==> src/rtl/fetch_unit.sv <==
// Instruction fetch stage: owns the PC, reads one- or two-word instructions over a
// req/ack memory handshake and holds them in IR/TR until the controller takes them.
module fetch_unit #(
  parameter int                ADDR_W   = 12,
  parameter int                DATA_W   = 8,
  parameter logic [ADDR_W-1:0] RESET_PC = '0
) (
  input  logic              clk,
  input  logic              rst,
  output logic              mem_req_o,
  output logic [ADDR_W-1:0] mem_addr_o,
  input  logic [DATA_W-1:0] mem_rdata_i,
  input  logic              mem_ack_i,
  output logic              instr_valid_o,
  output logic [3:0]        instruction_o,
  output logic [DATA_W-1:0] ir_o,
  output logic [DATA_W-1:0] tr_o,
  input  logic              instr_take_i,
  input  logic              jump_en_i,
  input  logic [ADDR_W-1:0] jump_addr_i,
  output logic [ADDR_W-1:0] pc_o
);

  typedef enum logic [1:0] {
    IDLE   = 2'd0,
    FETCH1 = 2'd1,
    FETCH2 = 2'd2,
    HOLD   = 2'd3
  } state_t;

  localparam logic [ADDR_W-1:0] PC_ONE = {{(ADDR_W-1){1'b0}}, 1'b1};

  state_t            state_q, state_d;
  logic [ADDR_W-1:0] pc_q, pc_d;
  logic [DATA_W-1:0] ir_q, ir_d;
  logic [DATA_W-1:0] tr_q, tr_d;
  logic              discard_q, discard_d;

  always_ff @(posedge clk or posedge rst) begin
    if (rst) begin
      state_q   <= IDLE;
      pc_q      <= RESET_PC;
      ir_q      <= '0;
      tr_q      <= '0;
      discard_q <= 1'b0;
    end else begin
      state_q   <= state_d;
      pc_q      <= pc_d;
      ir_q      <= ir_d;
      tr_q      <= tr_d;
      discard_q <= discard_d;
    end
  end

  always_comb begin
    state_d   = state_q;
    pc_d      = pc_q;
    ir_d      = ir_q;
    tr_d      = tr_q;
    discard_d = discard_q;
    case (state_q)
      IDLE: begin
        state_d = FETCH1;
        if (jump_en_i) pc_d = jump_addr_i;
      end
      FETCH1, FETCH2: begin
        // A redirect before the ack leaves a read in flight whose data must be dropped.
        if (jump_en_i) begin
          pc_d = jump_addr_i;
          if (mem_ack_i) begin
            discard_d = 1'b0;
            state_d   = FETCH1;
          end else begin
            discard_d = 1'b1;
          end
        end else if (mem_ack_i) begin
          if (discard_q) begin
            discard_d = 1'b0;
            state_d   = FETCH1;
          end else begin
            pc_d = pc_q + PC_ONE;
            if (state_q == FETCH1) begin
              ir_d = mem_rdata_i;
              if (mem_rdata_i[7:6] == 2'b11) begin
                state_d = FETCH2;
              end else begin
                tr_d    = '0;
                state_d = HOLD;
              end
            end else begin
              tr_d    = mem_rdata_i;
              state_d = HOLD;
            end
          end
        end
      end
      HOLD: begin
        if (jump_en_i) begin
          pc_d    = jump_addr_i;
          state_d = FETCH1;
        end else if (instr_take_i) begin
          state_d = FETCH1;
        end
      end
      default: state_d = IDLE;
    endcase
  end

  assign mem_req_o     = (state_q == FETCH1) || (state_q == FETCH2);
  assign instr_valid_o = (state_q == HOLD);
  assign mem_addr_o    = pc_q;
  assign pc_o          = pc_q;
  assign ir_o          = ir_q;
  assign tr_o          = tr_q;
  assign instruction_o = ir_q[7:4];

endmodule

==> config.mk <==
export PLATFORM = sky130hd
export DESIGN_NAME = fetch_unit
export DESIGN_NICKNAME = d
export VERILOG_FILES = /design/src/rtl/fetch_unit.sv
export SDC_FILE = /design/constraint.sdc
export NUM_CORES = 1
export LEC_CHECK = 0
export CORE_MARGIN = 5
export CORE_UTILIZATION = 38
export DETAILED_ROUTE_END_ITERATION = 8
export GPL_ROUTABILITY_DRIVEN = 0
export GPL_TIMING_DRIVEN = 1
export MAX_ROUTING_LAYER = met4
export PLACE_DENSITY = 0.85
export SKIP_LAST_GASP = 1
export SLEW_MARGIN = 25
export SYNTH_ARGS = -nofsm -noshare
export SYNTH_HDL_FRONTEND = slang
export SYNTH_SLANG_ARGS = --single-unit
==> constraint.sdc <==
create_clock -name clk -period 2 [get_ports clk]
set_input_delay 0.4 -clock clk [delete_from_list [all_inputs] [get_ports clk]]
set_output_delay 0.4 -clock clk [all_outputs]
set_load 0.05 [all_outputs]
==> results of run 1 <==
area by class of cell:
class	instances	area [µm²]	area share [%]
multi-input combinational	108	712	29.5
tap	50	62.6	2.59
inverter	3	11.3	0.466
timing repair buffer	82	766	31.7
sequential	31	776	32.1
clock inverter	3	20.0	0.829
clock buffer	5	68.8	2.85
cells in the mapped netlist, types with 2 or more instances:
cell | instances | share of area [%]
dfrtp_1 | 31 | 48
buf_4 | 16 | 7.4
nand2_1 | 14 | 3.2
nor2_1 | 11 | 2.5
a21oi_1 | 10 | 3.1
nand3_1 | 9 | 2.8
a22o_1 | 8 | 4.3
mux2_2 | 8 | 5.5
o21ai_0 | 8 | 2.5
and3_1 | 4 | 1.5
buf_2 | 3 | 0.92
ha_1 | 3 | 2.3
inv_1 | 3 | 0.69
o22ai_1 | 3 | 1.2
a31oi_1 | 2 | 0.77
clkbuf_1 | 2 | 0.46
nand4_1 | 2 | 0.77
nor3b_1 | 2 | 0.92
nor4_1 | 2 | 0.77
o22a_1 | 2 | 1.1
sequential cells by signal (all words and copies together), names as in the netlist:
name and flops:
ir_o 8, state_q 2, discard_q 1, tr_o 8
mem_addr_o 12
path summary, 6_finish.rpt:
path | startpoint | to | slack [ns] | cells past startpoint
worst max-delay path | mem_addr_o[2] | pc_o[2] | 0.07 | 1
worst min-delay path | rst | mem_addr_o[6] | 0.50 | 3
worst max register to register | state_q[1] | mem_addr_o[9] | 0.07 | 8
worst min register to register | tr_o[1] | tr_o[1] | 0.51 | 1
max in group asynchronous | rst | mem_addr_o[9] | 1.22 | 3
min in group clk | tr_o[1] | tr_o[1] | 0.51 | 1
cell families (layout without fill, tap and decap cells):
kind of cell | after synthesis | count (layout)
buffers and inverters | 24 | 93
XOR/XNOR | 1 | 1
multiplexers | 8 | 8
flip-flops | 31 | 31
AO/OA/AOI/OAI | 41 | 41
AND/OR/NAND/NOR | 54 | 55
adder cells (fa/ha/maj) | 3 | 3
metal layers:
metal  wire (µm)  share of wire (%)
met1        1840                 42
met2        2090                 48
met3         380                8.7
met4          63                1.4
met5           0                  0
report_power, final:
group	internal, mW	switching, mW	total (mW)
logic	1.03	2.00	3.03
clock network	0.242	0.246	0.488
registers	0.900	0.290	1.19
total	2.17	2.53	4.71
what timing repair did:
item | 4_1_cts | 5_1_grt
endpoints found under the setup margin | 1 | 12
pin swaps | 1 | 0
gates cloned | 1 | 0
resized for setup | 1 | 5
hold buffers | 0 | 0
==> results by group, run 1 <==
Status
  • Outcome: finished clean

Yosys
  • Seq/Total Area, Yosys: between 40% and 50%
  • Yosys warning count: 0
  • Syn Area/Cell: between 10 and 15 µm²
  • Mux cell area share after synthesis: 5.54%
  • Count of different cell masters after synthesis: 39
  • Post-synthesis xor/xnor area fraction: less than 1%
  • Synth Cell Area: 1630 µm²
  • Post-synthesis compound-gate area fraction: ~17%
  • Main flop type after synthesis: dfrtp_1
  • Seq cells post-synth: 31
  • FFs w/ async S/R, synth: 100%
  • Adder-cell share of the synthesized area: between 2 and 2.5%
  • Post-synth EDFFs: 0
  • Synth Area in Simple Gates: 17.3%
  • Largest family of logic cells by synthesized area: simple AND/OR/NAND/NOR gates
  • Syn Inst Count: around 160
  • Syn nets: 190

Clock network
  • Clock Path Buffers: 2
  • Clk_lat worst skew: approximately 0.28 ns
  • CTS tree: done
  • CTS clk-pin slew, worst paths: around 0.070 ns
  • Clk sinks: 31
  • CTS H-tree depth: 2
  • CTS Root Cell: clkbuf_8
  • CTS buffer count: 5
  • Post-CTS Setup Repair Bufs: 0

Power
  • IR drop worst, VDD: 1.15 mV
  • Total leakage power: around 1.1 nW
  • Tot Pwr: ~4.7 mW
  • Pwr dens: approximately 1900 nW/µm²

Global route
  • GRT met1 Usage: around a fifth
  • Wire length of the first global-routing pass: 7110 µm
  • Vias in the first global route: about 1.6k
  • Initial antenna violation count: 0
  • GRT Residual Overflow: 0
  • Most Used Layer, Global Route: met2
  • Met2 Track Usage GR: a little over a quarter
  • GR Util All Layers: between 10% and 20%
  • Largest net degree at the start of global routing: 32
  • Met3 usage: ~6.3%

Routing
  • DRC violations left: 0
  • WL final: 4370 µm
  • Final ANT Viol Nets: 0
  • First-pass detailed-route iteration total: 4
  • Iter 0 DRT Violations: approximately 110
  • Drt wl/cell: ~15 µm
  • Via count: 1478
  • DR vias/cell: ~5.2

Placement
  • Placed cell count: approximately 270
  • Place WS: -0.179 ns
  • Cell Area, Placed: 2300 µm²
  • Port buffer count: 70
  • Detailed Place HPWL: about 3200 µm

Setup path
  • Critical path type: reg2out
  • Crit-path max cell delay: 0.83 ns
  • Worst Path Max Fanout: 7
  • Worst setup EP type: output pin
  • Crit-path cells: clkdlybuf4s50_1
  • WP data required: around 1.6 ns
  • Worst EP arrival: 1.53 ns
  • Buf/Inv on CP: 1
  • Setup crit start kind: flop
  • CP top delay family: buffers and inverters
  • Slowest library cell on the worst path: clkdlybuf4s50_1

Floorplanning
  • Row Count: 23
  • Chip height: about 75 µm
  • Chip Width: roughly 75 µm
  • Core Footprint: 4090 µm²
  • Initial core utilization: around two fifths
  • I/O pins: 71
  • Die ar.: about 5700 µm²

Layout
  • Share of layout cells above drive strength 1: between 20% and 30%
  • Post-layout util: approximately three fifths
  • Fill cells: ~380
  • Cell area after layout: approximately 2400 µm²
  • N_diodes: 0
  • Most frequent cells in the layout: clkdlybuf4s50_1, dfrtp_1, buf_4, nand2_1
  • Most common cell after layout, fill and taps aside: clkdlybuf4s50_1
  • Non-filler cells, final: approximately 280
  • Synth-to-Final Area Change: 48.5%
  • Nets@finish: ~260

Timing
  • Final Hold Viols: 0
  • Minimum clock period: ~1.9 ns
  • Tcrit/Tclk final: 96.7%
  • Actual slew at the worst max-slew pin: ~0.52 ns
  • Post-route setup TNS: 0 ns
  • Fmax: just over 500 MHz
  • Final Skew: 0.00242 ns
  • Slew HR: between 60% and 70%
  • Final setup violation count: 0
  • Hold Worst Slack: 0.496 ns
  • RSZ-0062 raised after global routing: true
  • Final WS setup: 0.0660 ns
  • Final Max Slew Viols: 0

Hold path
  • Hold/Removal Path Class: in2async

Run
  • Max cap viols: 0
Note: power is estimated with default switching activity, not from simulation.
==> run 2, diff against run 1 <==
- CELL_PAD_IN_SITES_DETAIL_PLACEMENT: unset -> 0
- CELL_PAD_IN_SITES_GLOBAL_PLACEMENT: unset -> 1
- CORE_UTILIZATION: 38 -> 28
==> results by group, run 2 (synthesis results as in run 1) <==
Layout
  • Post-layout util: 44.2%
  • Multi-input gate area: slightly above 700 µm²
  • N_diodes: 0
  • FF/Latch Area: ~780 µm²
  • Cell area after layout: between 2000 and 2500 µm²
  • Share of layout cells above drive strength 1: a little under a quarter
  • Fill cells: 567
  • Most frequent cells in the layout: clkdlybuf4s50_1, dfrtp_1, buf_4, nand2_1
  • Synth-to-Final Area Change: 51.5%
  • Max reg flops: 12
  • Most common cell after layout, fill and taps aside: clkdlybuf4s50_1
  • Nets@finish: between 200 and 300

Floorplanning
  • Core Footprint: 5570 µm²
  • I/O pins: a little over 70
  • Chip height: between 80 and 90 µm
  • Initial core utilization: between 20% and 30%
  • Row Count: 27
  • Chip Width: roughly 86 µm
  • Die ar.: between 7000 and 8000 µm²

Clock network
  • CTS Root Cell: clkbuf_8
  • Post-CTS Setup Repair Bufs: 0
  • CTS tree: done
  • Hold_buf cts: 0
  • Clk sinks: 31
  • CTS H-tree depth: 2
  • Clock Path Buffers: 2
  • Clk_lat worst skew: approximately 0.28 ns
  • CTS clk-pin slew, worst paths: 0.07 ns
  • CTS buffer count: 5
  • Post-CTS sizing: 1

Placement
  • Port buffer count: 70
  • Detailed Place HPWL: between 3000 and 4000 µm
  • Cell Area, Placed: roughly 2300 µm²

Timing
  • Minimum clock period: around 1.9 ns
  • Final Max Slew Viols: 0
  • Final setup violation count: 0
  • Final Skew: roughly 0.0021 ns
  • RSZ-0062 raised after global routing: false
  • Fmax: between 500 and 600 MHz
  • Final Hold Viols: 0
  • Actual slew at the worst max-slew pin: 0.597 ns
  • Post-route setup TNS: 0 ns
  • Slew HR: between 60% and 70%
  • Tcrit/Tclk final: around 96%

Setup path
  • WP data required: roughly 1.6 ns
  • R2R Path Start: state_q[1]
  • Worst setup EP type: output pin
  • Worst EP arrival: around 1.5 ns
  • R2R Path End: mem_addr_o[11]
  • Crit-path max cell delay: a little over 0.8 ns
  • Critical path type: reg2out
  • Setup crit start kind: flop
  • Crit-path cells: clkdlybuf4s50_1
  • R2R Setup Slk: approximately 0.10 ns
  • FF-to-FF path depth: 6
  • Slowest library cell on the worst path: clkdlybuf4s50_1
  • Worst Path Max Fanout: 5
  • Buf/Inv on CP: 1
  • Setup crit start: mem_addr_o[1]
  • CP top delay family: buffers and inverters

Routing
  • Drt wl/cell: ~15 µm
  • Final ANT Viol Nets: 0
  • Iter 0 DRT Violations: 63
  • First-pass detailed-route iteration total: 4
  • DRC violations left: 0
  • DR vias/cell: slightly below 5
  • Via count: roughly 1.5k
  • WL final: between 4000 and 5000 µm

Global route
  • Largest net degree at the start of global routing: 32
  • GRT met1 Usage: between 10% and 20%
  • Met2 Track Usage GR: between 20% and 30%
  • GR Util All Layers: a little over an eighth
  • Most Used Layer, Global Route: met2
  • Wire length of the first global-routing pass: roughly 7500 µm
  • Vias in the first global route: between 1k and 1.5k
  • Initial antenna violation count: 0
  • Met3 usage: 3.52%
  • GRT Residual Overflow: 0

Run
  • Max cap viols: 0

Power
  • IR drop worst, VDD: ~1 mV
  • Pwr dens: a little under 2000 nW/µm²
  • Total leakage power: around 1.1 nW
  • Tot Pwr: a little under 5 mW

Hold path
  • Hold/Removal Path Class: in2async

Status
  • Outcome: finished clean
-- run 2: cell types whose count changed in the layout (fill, tap and decap cells not counted), sizes merged --
cell / previous run / this run
dlymetal6s2s: 3 / 0
nand2: 16 / 15
clkdlybuf4s50: 49 / 52
clkbuf: 5 / 6
bufinv: 0 / 1
clkinvlp: 2 / 0
-- run 2: worst max path at each step --
| stage | end | slack, ns | cells past startpoint |
|---|---|---|---|
| 2_1_floorplan | state_q[0] | 0.13 | 5 |
| 3_3_place_gp | state_q[0] | -0.09 | 5 |
| 3_5_place_dp | state_q[0] | -0.13 | 5 |
| 4_1_cts | mem_addr_o[11] | 0.004 | 5 |
| 5_1_grt | mem_addr_o[11] | 0.01 | 6 |
| 6_report | pc_o[1] | 0.07 | 1 |
-- run 2: per-stage QoR --
stage	std cells	worst slack, ns	hold slack (ns)
2_1_floorplan	162	0.127	0.490
3_3_place_gp	295	-0.0924	0.488
3_5_place_dp	295	-0.127	0.489
4_1_cts	303	0.00428	0.510
5_1_grt	303	0.0141	0.523
6_report	303	0.0711	0.501
-- run 2: layer usage --
layer  part of all wire (%)  routed length, µm
met2                     46               2090
met3                    6.6                300
met5                      0                  0
met1                     46               2090
met4                    1.3                 59
-- run 2: area by class of cell --
cell class | count | area share, %
clock buffer | 6 | 3.35
clock inverter | 2 | 1.42
inverter | 3 | 0.457
multi-input combinational | 107 | 28.9
sequential | 31 | 31.5
tap | 72 | 3.65
timing repair buffer | 82 | 30.8
-- run 2: power breakdown --
group          internal, mW  switching (mW)
Clock                 0.403           0.245
Combinational          1.05            1.99
Sequential            0.900           0.296
-- run 2: tightest hold or removal path: stages --
cell             delay (ns)
clkdlybuf4s50_1        0.40
inv_1                  0.05
buf_4                  0.35
==> run 3, diff against run 2 <==
- CORE_UTILIZATION: 28 -> 41
- DONT_BUFFER_PORTS: unset -> 1
- PLACE_DENSITY: 0.85 -> 0.83
==> results by group, run 3 (synthesis results as in run 1) <==
Global route
  • GR Util All Layers: between 15 and 20%
  • Vias in the first global route: approximately 1.3k
  • GRT Residual Overflow: 0
  • Largest net degree at the start of global routing: 32
  • Initial antenna violation count: 0
  • Wire length of the first global-routing pass: 6250 µm

Clock network
  • Hold_buf cts: 0
  • Post-CTS Setup Repair Bufs: 0
  • CTS clk-pin slew, worst paths: roughly 0.06 ns
  • Clk_lat worst skew: between 0.2 and 0.3 ns
  • CTS tree: done
  • Clk sinks: 31
  • CTS buffer count: 5
  • Clock Path Buffers: 2
  • CTS Root Cell: clkbuf_8
  • CTS H-tree depth: 2

Setup path
  • Worst Path Max Fanout: 8
  • Crit-path cells: ha_1, or4b_4, nor2_2, a21o_1, a22o_1
  • Critical path type: reg2reg
  • WP data required: approximately 2.2 ns
  • Worst setup EP type: flop
  • Crit-path max cell delay: 0.54 ns
  • Setup crit start kind: flop
  • Buf/Inv on CP: 0
  • Slowest library cell on the worst path: or4b_4
  • CP top delay family: simple AND/OR/NAND/NOR gates
  • Worst EP arrival: about 2.1 ns

Placement
  • Port buffer count: 0
  • Cell Area, Placed: 1690 µm²
  • Detailed Place HPWL: approximately 2800 µm
  • Placed cell count: 208
  • Place WS: 0.00289 ns

Layout
  • Most common cell after layout, fill and taps aside: dfrtp_1
  • N_diodes: 0
  • Nets@finish: 196
  • Share of layout cells above drive strength 1: between 20% and 30%
  • Fill cells: approximately 370
  • Cell area after layout: approximately 1800 µm²
  • Synth-to-Final Area Change: 10.4%
  • Most frequent cells in the layout: dfrtp_1, buf_4, nand2_1, nor2_1, a21oi_1
  • Non-filler cells, final: roughly 220
  • Max reg flops: 12

Timing
  • Slew HR: 39.8%
  • Final Skew: 0.00455 ns
  • Final Hold Viols: 0
  • Actual slew at the worst max-slew pin: around 0.90 ns
  • Fmax: 533 MHz
  • RSZ-0062 raised after global routing: false
  • Minimum clock period: around 1.9 ns
  • Final Max Slew Viols: 0
  • Tcrit/Tclk final: between 90% and 100%
  • Final WS setup: between 0.1 and 0.15 ns
  • Post-route setup TNS: 0 ns
  • Final setup violation count: 0

Floorplanning
  • I/O pins: 71
  • Chip height: approximately 73 µm
  • Die ar.: 5330 µm²
  • Chip Width: 73.0 µm
  • Row Count: 22
  • Initial core utilization: between 40% and 50%
  • Core Footprint: approximately 3700 µm²

Hold path
  • Hold/Removal Path Class: in2async

Routing
  • Final ANT Viol Nets: 0
  • DRC violations left: 0
  • DR vias/cell: roughly 5.8
  • WL final: approximately 3800 µm
  • Drt wl/cell: ~18 µm
  • Via count: 1257
  • First-pass detailed-route iteration total: 4
  • Iter 0 DRT Violations: 66

Status
  • Outcome: finished clean

Run
  • Max cap viols: 0
run 3: what timing repair did:
action | in CTS | in global routing
resized for setup | 1 | 4
setup endpoints to repair | 2 | 23
pin swaps | 1 | 0
endpoints found under the hold margin | 0 | 0
gates cloned | 1 | 0
run 3: worst paths after layout:
check	from	endpoint	slack, ns	depth (start not counted)
worst min-delay path	rst	tr_o[5]	0.09	2
worst min register to register	discard_q	discard_q	0.56	2
max in group asynchronous	rst	state_q[1]	1.63	2
worst max register to register	state_q[0]	tr_o[7]	0.12	5
min in group clk	mem_ack_i	discard_q	0.19	1
worst max-delay path	state_q[0]	tr_o[7]	0.12	5
run 3: metrics by stage:
stage,hold WS (ns),utilization [%]
finish,0.0853,48.0
global route,0.118,48.0
CTS,0.0932,47.5
detailed placement,0.400,45.1
global placement,0.398,45.1
floorplan,0.490,-
run 3: cell type report:
type | instances | area [µm²] | area share [%]
Clock buffer | 6 | 72.6 | 4.04
Clock inverter | 2 | 12.5 | 0.697
Inverter | 3 | 15.0 | 0.836
Multi-Input combinational cell | 108 | 717 | 39.9
Sequential cell | 31 | 776 | 43.2
Tap cell | 48 | 60.1 | 3.34
Timing Repair Buffer | 19 | 143 | 7.94
run 3: metal layers:
layer / part of all wire [%] / wire length (µm) / vias up / track usage [%]
met5: 0 / 0 / - / -
met4: 1.3 / 49 / 0 / 6.76
met3: 7.2 / 277 / 7 / 4.96
met2: 48 / 1840 / 46 / 23.1
met1: 44 / 1670 / 612 / 20.1
li1: - / - / 592 / -
Power of run 3 is left out: the tool's default activity adds up to more than one toggle a clock period on the data nets, which glitch-free logic cannot reach.
